`src/rtl/decode_issue_reg_pkg.sv`:
```
// Shared types for the decode->execute pipeline register.
// Holds word/register-index types, the transfer record and the captured payload.
package decode_issue_reg_pkg;

    localparam int WORD_W_P = 64;
    localparam int ADDR_W_P = 5;
    localparam int CTL_W_P  = 16;

    typedef logic [WORD_W_P-1:0] word_t;
    typedef logic [ADDR_W_P-1:0] creg_addr_t;

    typedef struct packed {
        creg_addr_t dst;
        word_t      data;
        logic       ismem;
    } tran_t;

    typedef struct packed {
        word_t               pc;
        word_t               rs1_val;
        word_t               rs2_val;
        creg_addr_t          dst;
        logic                ismem;
        logic [CTL_W_P-1:0]  ctl;
    } de_payload_t;

    typedef enum logic {
        ST_EMPTY = 1'b0,
        ST_FULL  = 1'b1
    } de_state_e;

    // Result is not computed yet, so data is always zero; consumers bubble on a dst match.
    function automatic tran_t make_tran(input logic valid, input creg_addr_t dst,
                                        input logic ismem);
        tran_t t;
        t.dst   = valid ? dst : '0;
        t.data  = '0;
        t.ismem = valid & ismem;
        return t;
    endfunction

endpackage

```
`src/rtl/decode_issue_reg_sat_counter.sv`:
```
// Saturating up-counter with synchronous clear; clear wins over enable.
// Used for the optional pipeline performance counters.
module sat_counter #(
    parameter int CNT_W = 32
) (
    input  logic             clk,
    input  logic             i_clr,
    input  logic             i_en,
    output logic [CNT_W-1:0] o_count
);

    localparam logic [CNT_W-1:0] ONE = {{(CNT_W-1){1'b0}}, 1'b1};

    logic [CNT_W-1:0] r_count;

    always_ff @(posedge clk) begin
        if (i_clr) begin
            r_count <= '0;
        end else if (i_en && (r_count != '1)) begin
            r_count <= r_count + ONE;
        end
    end

    assign o_count = r_count;

endmodule

```
`src/rtl/decode_issue_reg.sv`:
```
// Decode->execute pipeline register with bubble insertion, back-pressure and flush.
// Optional perf counters under PERF_CNT_EN; otherwise the counter ports read zero.
//
// state    | meaning
// ST_EMPTY | no valid occupant in execute (out_valid=0)
// ST_FULL  | execute holds a valid instruction (out_valid=1)
module decode_issue_reg
    import decode_issue_reg_pkg::*;
#(
    parameter int WORD_W = WORD_W_P,
    parameter int ADDR_W = ADDR_W_P,
    parameter int CTL_W  = CTL_W_P,
    parameter int CNT_W  = 32
) (
    input  logic              clk,
    input  logic              reset,
    input  logic              in_valid,
    input  logic [WORD_W-1:0] in_pc,
    input  logic [WORD_W-1:0] in_rs1_val,
    input  logic [WORD_W-1:0] in_rs2_val,
    input  logic [ADDR_W-1:0] in_dst,
    input  logic              in_ismem,
    input  logic [CTL_W-1:0]  in_ctl,
    input  logic              bubble_a,
    input  logic              bubble_b,
    input  logic              stall_down,
    input  logic              flush,
    output logic              out_valid,
    output logic [WORD_W-1:0] out_pc,
    output logic [WORD_W-1:0] out_rs1_val,
    output logic [WORD_W-1:0] out_rs2_val,
    output logic [ADDR_W-1:0] out_dst,
    output logic              out_ismem,
    output logic [CTL_W-1:0]  out_ctl,
    output logic              stall_up,
    output tran_t             tran_d,
    output logic [CNT_W-1:0]  bubble_cnt,
    output logic [CNT_W-1:0]  flush_cnt
);

    de_state_e   r_state;
    de_state_e   w_state_nxt;
    de_payload_t r_payload;
    de_payload_t w_payload_nxt;
    de_payload_t w_in_payload;
    logic        w_hazard;

    assign w_hazard = in_valid & (bubble_a | bubble_b);
    // Flush kills the decode output, so holding upstream would only lose the redirect.
    assign stall_up = ~reset & ~flush & (stall_down | w_hazard);

    assign w_in_payload = '{
        pc:      in_pc,
        rs1_val: in_rs1_val,
        rs2_val: in_rs2_val,
        dst:     in_dst,
        ismem:   in_ismem,
        ctl:     in_ctl
    };

    always_ff @(posedge clk) begin
        if (reset) begin
            r_state   <= ST_EMPTY;
            r_payload <= '0;
        end else begin
            r_state   <= w_state_nxt;
            r_payload <= w_payload_nxt;
        end
    end

    always_comb begin
        w_state_nxt   = r_state;
        w_payload_nxt = r_payload;
        if (flush) begin
            w_state_nxt   = ST_EMPTY;
            w_payload_nxt = '0;
        end else if (stall_down) begin
            // Hold; a coincident hazard is re-presented by decode next cycle.
            w_state_nxt   = r_state;
            w_payload_nxt = r_payload;
        end else if (w_hazard) begin
            w_state_nxt   = ST_EMPTY;
            w_payload_nxt = '0;
        end else if (in_valid) begin
            w_state_nxt   = ST_FULL;
            w_payload_nxt = w_in_payload;
        end else begin
            w_state_nxt   = ST_EMPTY;
            w_payload_nxt = '0;
        end
    end

    assign out_valid   = (r_state == ST_FULL);
    assign out_pc      = r_payload.pc;
    assign out_rs1_val = r_payload.rs1_val;
    assign out_rs2_val = r_payload.rs2_val;
    assign out_dst     = r_payload.dst;
    assign out_ismem   = r_payload.ismem;
    assign out_ctl     = r_payload.ctl;

    // Purely registered: breaks the operand-select <-> pipeline-register loop.
    assign tran_d = make_tran(out_valid, r_payload.dst, r_payload.ismem);

`ifdef PERF_CNT_EN
    logic w_bubble_en;
    logic w_flush_en;

    assign w_bubble_en = ~flush & ~stall_down & w_hazard;
    assign w_flush_en  = flush & (out_valid | in_valid);

    sat_counter #(.CNT_W(CNT_W)) u_bubble_cnt (
        .clk     (clk),
        .i_clr   (reset),
        .i_en    (w_bubble_en),
        .o_count (bubble_cnt)
    );

    sat_counter #(.CNT_W(CNT_W)) u_flush_cnt (
        .clk     (clk),
        .i_clr   (reset),
        .i_en    (w_flush_en),
        .o_count (flush_cnt)
    );
`else
    assign bubble_cnt = '0;
    assign flush_cnt  = '0;
`endif

endmodule

```
`config.mk`:
```
export PLATFORM = sky130hd
export DESIGN_NAME = decode_issue_reg
export DESIGN_NICKNAME = d
export VERILOG_FILES = /design/src/rtl/decode_issue_reg_pkg.sv /design/src/rtl/decode_issue_reg_sat_counter.sv /design/src/rtl/decode_issue_reg.sv
export SDC_FILE = /design/constraint.sdc
export NUM_CORES = 1
export LEC_CHECK = 0
export BUFFER_PORTS_ARGS = -buffer_cell sky130_fd_sc_hd__buf_2
export CAP_MARGIN = 20
export CORE_AREA = 2 2 222 224
export CTS_CLUSTER_SIZE = 14
export DETAILED_ROUTE_END_ITERATION = 16
export DIE_AREA = 0 0 224 226
export HOLD_SLACK_MARGIN = 0.02
export SYNTH_ARGS = -nofsm -noshare
export SYNTH_HDL_FRONTEND = slang
export SYNTH_HIERARCHICAL = 1
export SYNTH_SLANG_ARGS = --single-unit
```
`constraint.sdc`:
```
create_clock -name clk -period 1.4 [get_ports clk]
set_input_delay 0.28 -clock clk [delete_from_list [all_inputs] [get_ports clk]]
set_output_delay 0.28 -clock clk [all_outputs]
set_load 0.005 [all_outputs]
```
==> flow_summary_export.csv, run 1 <==
group,metric,value,unit
critical_path,crit_type,"reg2out",
route,wire_per_inst,14.21,um
power,total_power,14360,uW
synthesis,yosysWarningCount,6,
place,place_hpwl,18350,um
sta,fin_crit_sh,1.054,
synthesis,synth_top_family_by_area,"compound AO/OA/AOI/OAI gates",
run_status,failed_checks,"negative setup slack",
clock_tree,path_clk_slew,60,ps
sta,finalHoldViolCount,0,
critical_path,cp.required,1120,ps
synthesis,syn_avg_cell_area,12.21,um^2
sta,setup_tns,-444.5,ps
route,top_layer,"met4",
synthesis,ys.flop_type,"dfxtp_1",
die,rows,81,
critical_path,slowest_delay,400,ps
critical_path,crit_path_top_delay_cell,"dfxtp_4",
die,ioPinCount,571,
global_route,grt_pass1_wl,40550,um
global_route,grtUsageTotal,0.09877,
critical_path,cp_max_fo,7,
sta,finalSetupViolations,7,
die,dieArea,50620,um^2
final_layout,area_growth,73.56,%
power,power.switching,3238,uW
global_route,grt_pass1_vias,7931,
synthesis,synth_compound_area_frac,0.2741,
route,wl_met1,10120,um
sta,maxClockFrequency,677.9,MHz
power,ir_drop,0.8024,mV
power,p_int,11120,uW
critical_path,regToRegEndpoint,"out_valid",
route,routed_via_density,4.043,
clock_tree,clock-sinks,215,
synthesis,ys_types,17,
clock_tree,cts_max_level,1,
clock_tree,cts_root_buf,"clkbuf_16",
route,vias,7917,
synthesis,synth_area_leaders,"dfxtp_1 55%, a32o_1 27%, buf_4 12%",
power,pwr-share-clk,0.472,
critical_path,worst_setup_path_start_kind,"register",
critical_path,path_delay_family,"flip-flops",
die,fp.coreArea,48340,um^2
critical_path,startpoint,"out_valid",
place,gp_congestion,0.7623,
critical_path,crit_cells,2,
die,start_util,0.1627,
synthesis,ys_seq_area_frac,0.5472,
run_status,status,"finished, violations left",
critical_path,cp_cell_sequence,"and2_4 -> buf_6",
synthesis,synth_most_common_cell,"dfxtp_1",
sta,fin_crit,1475,ps
route,drtIter0Drc,292,
critical_path,reg2reg_slack,620,ps
synthesis,async_reset_ff_frac,0,
global_route,grt_max_degree,52,
power,power.density,1052,nW/um^2
global_route,globalRouteOverflowTotal,0,
clock_tree,tritoncts,"built",
place,portBuffers,442,
critical_path,arrival,1200,ps
clock_tree,clockBufferDepth,3,
sta,timing.final.ws_setup,-75.04,ps
route,met3WireLength,2301,um
route,firstDrtPassIters,5,
final_layout,antenna_cells,0,
power,share_seq_of_total_power,0.431,
power,combPwrFrac,0.097,
route,wl_met2,14170,um
synthesis,yosys-top-cells-count,"215 x dfxtp_1, 213 x a32o_1, 129 x buf_4, 48 x buf_2, 20 x clkbuf_1",
synthesis,synth_enable_flop_cells,0,
power,swShare,0.2256,
synthesis,ys_ff_latch,215,
critical_path,crit_path_end,"tran_d[69]",
synthesis,synth-xor-area-share,0,
synthesis,synthCells,644,
flow_run,maxCapViolCount,0,
power,leakagePower,0.006350,uW
sta,rsz0062_at_grt,"yes",
route,drt_wl_total,27830,um
clock_tree,clock_latency,530,ps
synthesis,synth_fa_ha_area_frac,0,
critical_path,worstReg2RegStart,"out_valid",
critical_path,rr_worst_depth,3,
synthesis,syn_area,7865,um^2
hold_path,hp-class,"in2reg",
die,die_h,226,um
sta,final-max-slew-violation-count,0,
die,die-width,224,um
final_layout,nets,1538,
clock_tree,cts_inserted_buffers,25,
final_layout,drive_gt1_frac,0.4177,
critical_path,endpoint_kind,"output pin",
synthesis,muxShareOfSynthArea,0,
route,antenna_left,0,
synthesis,yosys.area.top_type,"dfxtp_1",
synthesis,synth_simple_gate_area_frac,0.01448,
critical_path,path_buf_inv,1,
sta,clock_skew,0,ps
route,drc_errors,0,
global_route,antenna_found_initial,0,
synthesis,synth_top_cell_area_share,0.5472,
sequential cells by signal (all words and copies together), names as in the netlist:
| name | count |
|---|---|
| out_rs1_val | 64 |
| out_rs2_val | 64 |
| out_dst | 5 |
| out_ismem | 1 |
| out_pc | 64 |
| out_ctl | 16 |
| out_valid | 1 |
how the worst min path moves through the flow:
stage,start,endpoint,slack (ps),cells past startpoint
floorplan,stall_down,out_valid,420,2
global route,in_rs2_val[42],out_rs2_val[42],40,2
finish,in_rs2_val[42],out_rs2_val[42],60,2
detailed placement,out_rs2_val[10],out_rs2_val[10],450,1
global placement,out_rs2_val[62],out_rs2_val[62],440,1
CTS,in_rs2_val[42],out_rs2_val[42],20,2
metrics by stage:
stage	hold slack [ps]	utilization	worst slack (ps)	instances	instance area, um^2
floorplan	416.0	-	153.2	771	8342
global placement	442.0	0.2198	-32.54	1699	10630
detailed placement	448.2	0.2198	-21.12	1699	10630
CTS	22.38	0.2823	-131.9	1958	13650
global route	35.06	0.2824	-143.2	1958	13650
finish	57.42	0.2824	-75.04	1958	13650
worst register-to-register path: cells and delay by family (launching register included):
kind                   cells  cell delay [ps]
AOI/OAI and AO/OA          1              130
DFF                        1              400
and+or+nand+nor            1               50
buffers and inverters      1              130
per-layer routing:
metal | track usage | vias up
li1 | - | 3645
met5 | 0 | -
met1 | 0.09919 | 3749
met4 | 0.05032 | 0
met3 | 0.02537 | 72
met2 | 0.1874 | 451
cell type report:
class / instances / area (um^2)
timing repair buffer: 716 / 4925
multi-input combinational: 358 / 2765
clock inverter: 11 / 143.9
sequential: 215 / 4312
clock buffer: 35 / 723.2
tap: 622 / 778.2
inverter: 1 / 3.754
fill: 4867 / 34690
logic make-up (layout without fill, tap and decap cells):
group	after synthesis	in the layout
AO/OA/AOI/OAI	217	217
flip-flops	215	215
buffers and inverters	198	763
AND/OR/NAND/NOR	13	13
other	1	128
layout by cell type (no fill, tap or decap):
cell type,count
a21oi_1,1
a21oi_2,1
a22o_1,1
a32o_1,213
and2_1,4
and2_4,2
buf_12,9
buf_2,440
buf_4,53
buf_6,2
bufinv_16,3
clkbuf_1,4
clkbuf_16,25
clkbuf_8,6
clkinv_2,4
clkinv_4,1
clkinvlp_4,1
conb_1,128
dfxtp_1,211
dfxtp_2,3
dfxtp_4,1
dlygate4sd3_1,212
inv_1,1
inv_6,2
nand2_1,1
nor3_4,1
nor3b_4,2
nor4b_1,1
o21ai_0,1
or2_2,1
or4b_2,1
repair_timing:
item | CTS | global route
gates resized for setup | 10 | 2
hold buffers | 212 | 0
pin swaps | 2 | 0
endpoints found under the setup margin | 9 | 9
gates cloned | 0 | 0
buffers inserted | 1 | 0
endpoints found under the hold margin | 212 | 0
power by group through the flow:
stage                     combinational (uW)  clock [uW]  sequential [uW]
after floorplan                          594           0             6320
after global placement                   879           0             6320
after detailed placement                 890           0             6320
after CTS                               1350        6990             6180
after global routing                    1500        7190             6190
final                                   1390        6780             6190
No activity file was read; power rests on OpenSTA's default activity.
==> run 2, diff against run 1 <==
- SETUP_SLACK_MARGIN: default -> 0.2
- SLEW_MARGIN: default -> 20
==> run 2 against run 1 <==
Against the previous run: the flow still finishes with violations (negative setup slack); cell count increased by 1.3%; first-iteration DRC count increased by 2.4%; global-route usage increased by 0.42 points; fmax about the same; non-clock buffer count increased by 25; register-to-register slack about the same; sequential power about the same; clock skew unchanged; power increased by 0.79%.
==> flow_summary_export.csv, run 2 (synthesis gave the netlist of run 1 again) <==
group,metric,value,unit
run_status,status,"finished, violations left",
run_status,failed_checks,"negative setup slack",
power,p_int,11160,uW
die,dieArea,50620,um^2
power,swShare,0.2288,
route,routed_via_density,4.085,
critical_path,crit_type,"reg2out",
die,die_h,226,um
critical_path,arrival,1200,ps
final_layout,regArea,4586,um^2
power,share_seq_of_total_power,0.428,
clock_tree,path_clk_slew,60,ps
final_layout,drive_gt1_frac,0.5827,
sta,slew_headroom,0.6758,
final_layout,n_fill_cell,4652,
critical_path,cp_cell_sequence,"and2_4 -> buf_6",
power,combPwrFrac,0.101,
power,power.switching,3310,uW
sta,fin_crit,1476,ps
sta,finalSetupViolations,7,
critical_path,cp.required,1120,ps
power,power.density,964.0,nW/um^2
place,place_hpwl,18350,um
final_layout,final_core_util,0.3105,
sta,tightest_slew,479.5,ps
sta,rsz0062_at_grt,"yes",
power,ir_drop,0.7055,mV
critical_path,path_delay_family,"flip-flops",
critical_path,cp_max_fo,7,
route,drt_wl_total,30360,um
route,drc_errors,0,
route,vias,8104,
clock_tree,clockBufferDepth,3,
sta,maxClockFrequency,677.7,MHz
route,firstDrtPassIters,4,
sta,finalHoldViolCount,0,
global_route,met1_usage,0.1017,
final_layout,layout_common_cells,"299 x buf_2, 213 x a32o_1, 213 x dlygate4sd3_1, 210 x dfxtp_2, 143 x buf_6",
flow_run,maxCapViolCount,0,
global_route,grt_pass1_wl,42140,um
route,wire_per_inst,15.30,um
global_route,globalRouteOverflowTotal,0,
die,ioPinCount,571,
critical_path,endpoint_kind,"output pin",
global_route,use_met2,0.2001,
clock_tree,cts_inserted_buffers,25,
global_route,gr-usage-met3,0.02667,
power,leakagePower,0.006680,uW
critical_path,path_buf_inv,1,
die,start_util,0.1627,
final_layout,layout_commonest_cell,"buf_2",
final_layout,nets,1563,
final_layout,multi_input_area,2775,um^2
global_route,antenna_found_initial,1,
route,antenna_left,0,
power,pwr-share-clk,0.471,
clock_tree,clock_latency,540,ps
clock_tree,cts_max_level,1,
sta,timing.final.ws_setup,-75.65,ps
die,rows,81,
final_layout,area_growth,90.84,%
critical_path,worst_setup_path_start_kind,"register",
die,die-width,224,um
sta,holdWs,75.78,ps
place,gp_congestion,0.7623,
global_route,grt_pass1_vias,8109,
die,fp.coreArea,48340,um^2
sta,final-max-slew-violation-count,0,
route,drtIter0Drc,299,
critical_path,slowest_delay,400,ps
clock_tree,tritoncts,"built",
global_route,grt_most_used_layer,"met2",
clock_tree,clock-sinks,215,
global_route,grt_max_degree,52,
clock_tree,cts_root_buf,"clkbuf_16",
place,portBuffers,442,
sta,fin_crit_sh,1.054,
sta,clock_skew,0,ps
critical_path,crit_path_top_delay_cell,"dfxtp_4",
hold_path,hp-class,"in2reg",
global_route,grtUsageTotal,0.1030,
## run 2: final cells by class
| class | count | share of cell area |
|---|---|---|
| timing repair buffer | 741 | 0.3995 |
| sequential | 215 | 0.3055 |
| multi-input combinational | 358 | 0.1849 |
| tap | 622 | 0.05185 |
| clock buffer | 35 | 0.04818 |
| clock inverter | 11 | 0.009587 |
| inverter | 1 | 0.0002501 |
| antenna | 1 | 0.0001667 |
## run 2: power groups by stage
stage | Combinational, uW | Sequential [uW] | Clock, uW
detailed placement | 890 | 6320 | 0
global placement | 879 | 6320 | 0
floorplan | 594 | 6320 | 0
global route | 1560 | 6190 | 7230
finish | 1460 | 6190 | 6820
CTS | 1380 | 6190 | 6990
## run 2: repair_timing
action	4_1_cts	5_1_grt
endpoints found under the setup margin	222	221
gates resized for setup	299	74
pin swaps	3	0
setup buffers	11	14
hold buffers	213	0
hold endpoints to repair	213	0
## run 2: through the flow
step | setup WS (ps) | power, uW | instance area, um^2 | instances | TNS, ps
after floorplan | 153.2 | 6917 | 8342 | 771 | 0
after global placement | -32.54 | 7198 | 10630 | 1699 | -32.54
after detailed placement | -21.12 | 7210 | 10630 | 1699 | -331.9
after CTS | -131.9 | 14560 | 14450 | 1969 | -802.2
after global routing | -138.5 | 14990 | 15010 | 1984 | -917.7
final | -75.65 | 14470 | 15010 | 1984 | -460.3
## run 2: worst paths after layout
check	from	to	slack [ps]	cells after the start
worst max-delay path	out_valid	tran_d[0]	-80	2
worst max register to register	out_pc[30]	out_pc[30]	610	2
worst min-delay path	in_rs2_val[42]	out_rs2_val[42]	80	2
worst min register to register	out_rs1_val[14]	out_rs1_val[14]	450	1
## run 2: per-layer routing
metal / routed length, um / vias to the layer above
li1: - / 3695
met1: 10710 / 3886
met2: 15890 / 450
met3: 2452 / 73
met4: 1296 / 0
met5: 0 / -
==> run 3, diff against run 2 <==
==> constraint.sdc (replaced) <==
create_clock -name clk -period 1.4 [get_ports clk]
set_input_delay 0.07 -clock clk [delete_from_list [all_inputs] [get_ports clk]]
set_output_delay 0.07 -clock clk [all_outputs]
set_load 0.005 [all_outputs]
==> run 3 against run 2 <==
Against the previous run: the flow now finishes without violations; highest routed layer unchanged; largest cell class unchanged; first-iteration DRC count rose by 8.4%; register-to-register slack got worse by 30 ps; hold slack got worse by 3.7 ps; critical path depth did not move; critical path type unchanged; setup slack improved by 190 ps.
==> flow_summary_export.csv, run 3 (synthesis gave the netlist of run 1 again) <==
group,metric,value,unit
critical_path,cp.required,1330,ps
critical_path,arrival,1220,ps
clock_tree,clock_latency,540,ps
sta,holdWs,72.12,ps
clock_tree,cts_inserted_buffers,24,
sta,rsz0062_at_grt,"yes",
critical_path,worst_setup_path_start_kind,"register",
sta,fin_crit,1290,ps
place,portBuffers,442,
critical_path,crit_type,"reg2out",
clock_tree,cts_max_level,1,
global_route,grtUsageTotal,0.09950,
final_layout,layout_commonest_cell,"buf_2",
final_layout,regArea,4309,um^2
clock_tree,clock-sinks,215,
die,rows,81,
final_layout,drive_gt1_frac,0.4111,
route,drt_wl_total,29890,um
global_route,antenna_found_initial,0,
die,ioPinCount,571,
hold_path,hp-class,"in2reg",
global_route,grt_pass1_wl,40520,um
hold_path,hold_path_depth,4,
power,ir_drop,0.8383,mV
place,gp_congestion,0.7511,
route,antenna_left,0,
final_layout,nets,1543,
die,die-width,224,um
die,die_h,226,um
final_layout,multi_input_area,2761,um^2
sta,clock_skew,0,ps
sta,finalHoldViolCount,0,
clock_tree,cts_root_buf,"clkbuf_16",
die,dieArea,50620,um^2
final_layout,layout_common_cells,"440 x buf_2, 221 x dlygate4sd3_1, 213 x a32o_1, 213 x dfxtp_1, 128 x conb_1",
die,fp.coreArea,48340,um^2
final_layout,n_fill_cell,4863,
critical_path,rr_worst_depth,3,
run_status,status,"finished clean",
sta,fin_crit_sh,0.9214,
route,routed_via_density,4.150,
critical_path,endpoint_kind,"output pin",
global_route,globalRouteOverflowTotal,0,
sta,maxClockFrequency,775.2,MHz
final_layout,area_growth,76.09,%
die,start_util,0.1627,
clock_tree,tritoncts,"built",
clock_tree,clockBufferDepth,3,
place,place_hpwl,18530,um
power,power.density,1015,nW/um^2
sta,setup_tns,0,ps
flow_run,maxCapViolCount,0,
route,wire_per_inst,15.25,um
critical_path,cp_max_fo,7,
sta,finalSetupViolations,0,
power,leakagePower,0.006402,uW
sta,final-max-slew-violation-count,0,
global_route,grt_pass1_vias,7780,
final_layout,antenna_cells,0,
route,drtIter0Drc,324,
global_route,grt_max_degree,55,
route,vias,8134,
route,drc_errors,0,
route,firstDrtPassIters,4,
clock_tree,path_clk_slew,60,ps
run 3: cell count changes in the layout (fill, tap and decap cells not counted), sizes merged:
cell,change
buf,-33
dlygate4sd3,+8
clkbuf,+3
inv,-2
bufinv,-1
clkinv,+1
clkinvlp,+1
diode,-1
run 3: through the flow:
| step | instance area [um^2] | power, uW | std cells | util | setup WS, ps |
|---|---|---|---|---|---|
| 5_1_grt | 13850 | 14590 | 1960 | 0.2865 | 70.04 |
| 3_5_place_dp | 10530 | 7193 | 1684 | 0.2177 | 117.4 |
| 3_3_place_gp | 10530 | 7180 | 1684 | 0.2177 | 178.7 |
| 4_1_cts | 13570 | 14190 | 1948 | 0.2808 | 58.94 |
| 6_report | 13850 | 14060 | 1960 | 0.2865 | 110.0 |
| 2_1_floorplan | 8342 | 6917 | 771 | - | 363.2 |
run 3: path summary, 6_finish.rpt:
path | start | end | slack [ps]
hold / removal | bubble_a | out_pc[6] | 70
setup / recovery | out_valid | tran_d[0] | 110
hold reg to reg | out_rs2_val[44] | out_rs2_val[44] | 460
setup reg to reg | out_valid | out_valid | 580
run 3: repair_timing:
| item | CTS | global route |
|---|---|---|
| gates resized for setup | 8 | 6 |
| pin swaps | 2 | 2 |
| hold buffers | 221 | 3 |
| gates cloned | 0 | 8 |
| hold endpoints to repair | 215 | 1 |
| endpoints found under the setup margin | 8 | 214 |
| buffers inserted | 1 | 4 |
run 3: layout make-up:
type / instances / area share
inverters: 1 / 0.0002710
clock inverters: 10 / 0.007589
well taps: 622 / 0.05619
clock buffers: 32 / 0.05068
repair buffers: 722 / 0.3747
flip-flops and latches: 215 / 0.3111
multi-input cells: 358 / 0.1994
run 3: per-layer routing:
metal  routed length, um  vias up  track usage
met5                   0        -            0
met4                1042        0      0.04258
met3                2541       61      0.02901
met2               15380      473       0.1872
met1               10920     3946       0.1021
li1                    -     3654            -
run 3: worst max-delay path: stages, from the launching register on:
cell     delay (ps)
dfxtp_4         410
and2_4          160
buf_6           100
run 3: report_power, final:
group	switching [uW]	leakage, uW	internal, uW
Combinational	631	0.00427	849
Sequential	25.0	0.00173	6160
Clock	2530	0.000398	3860
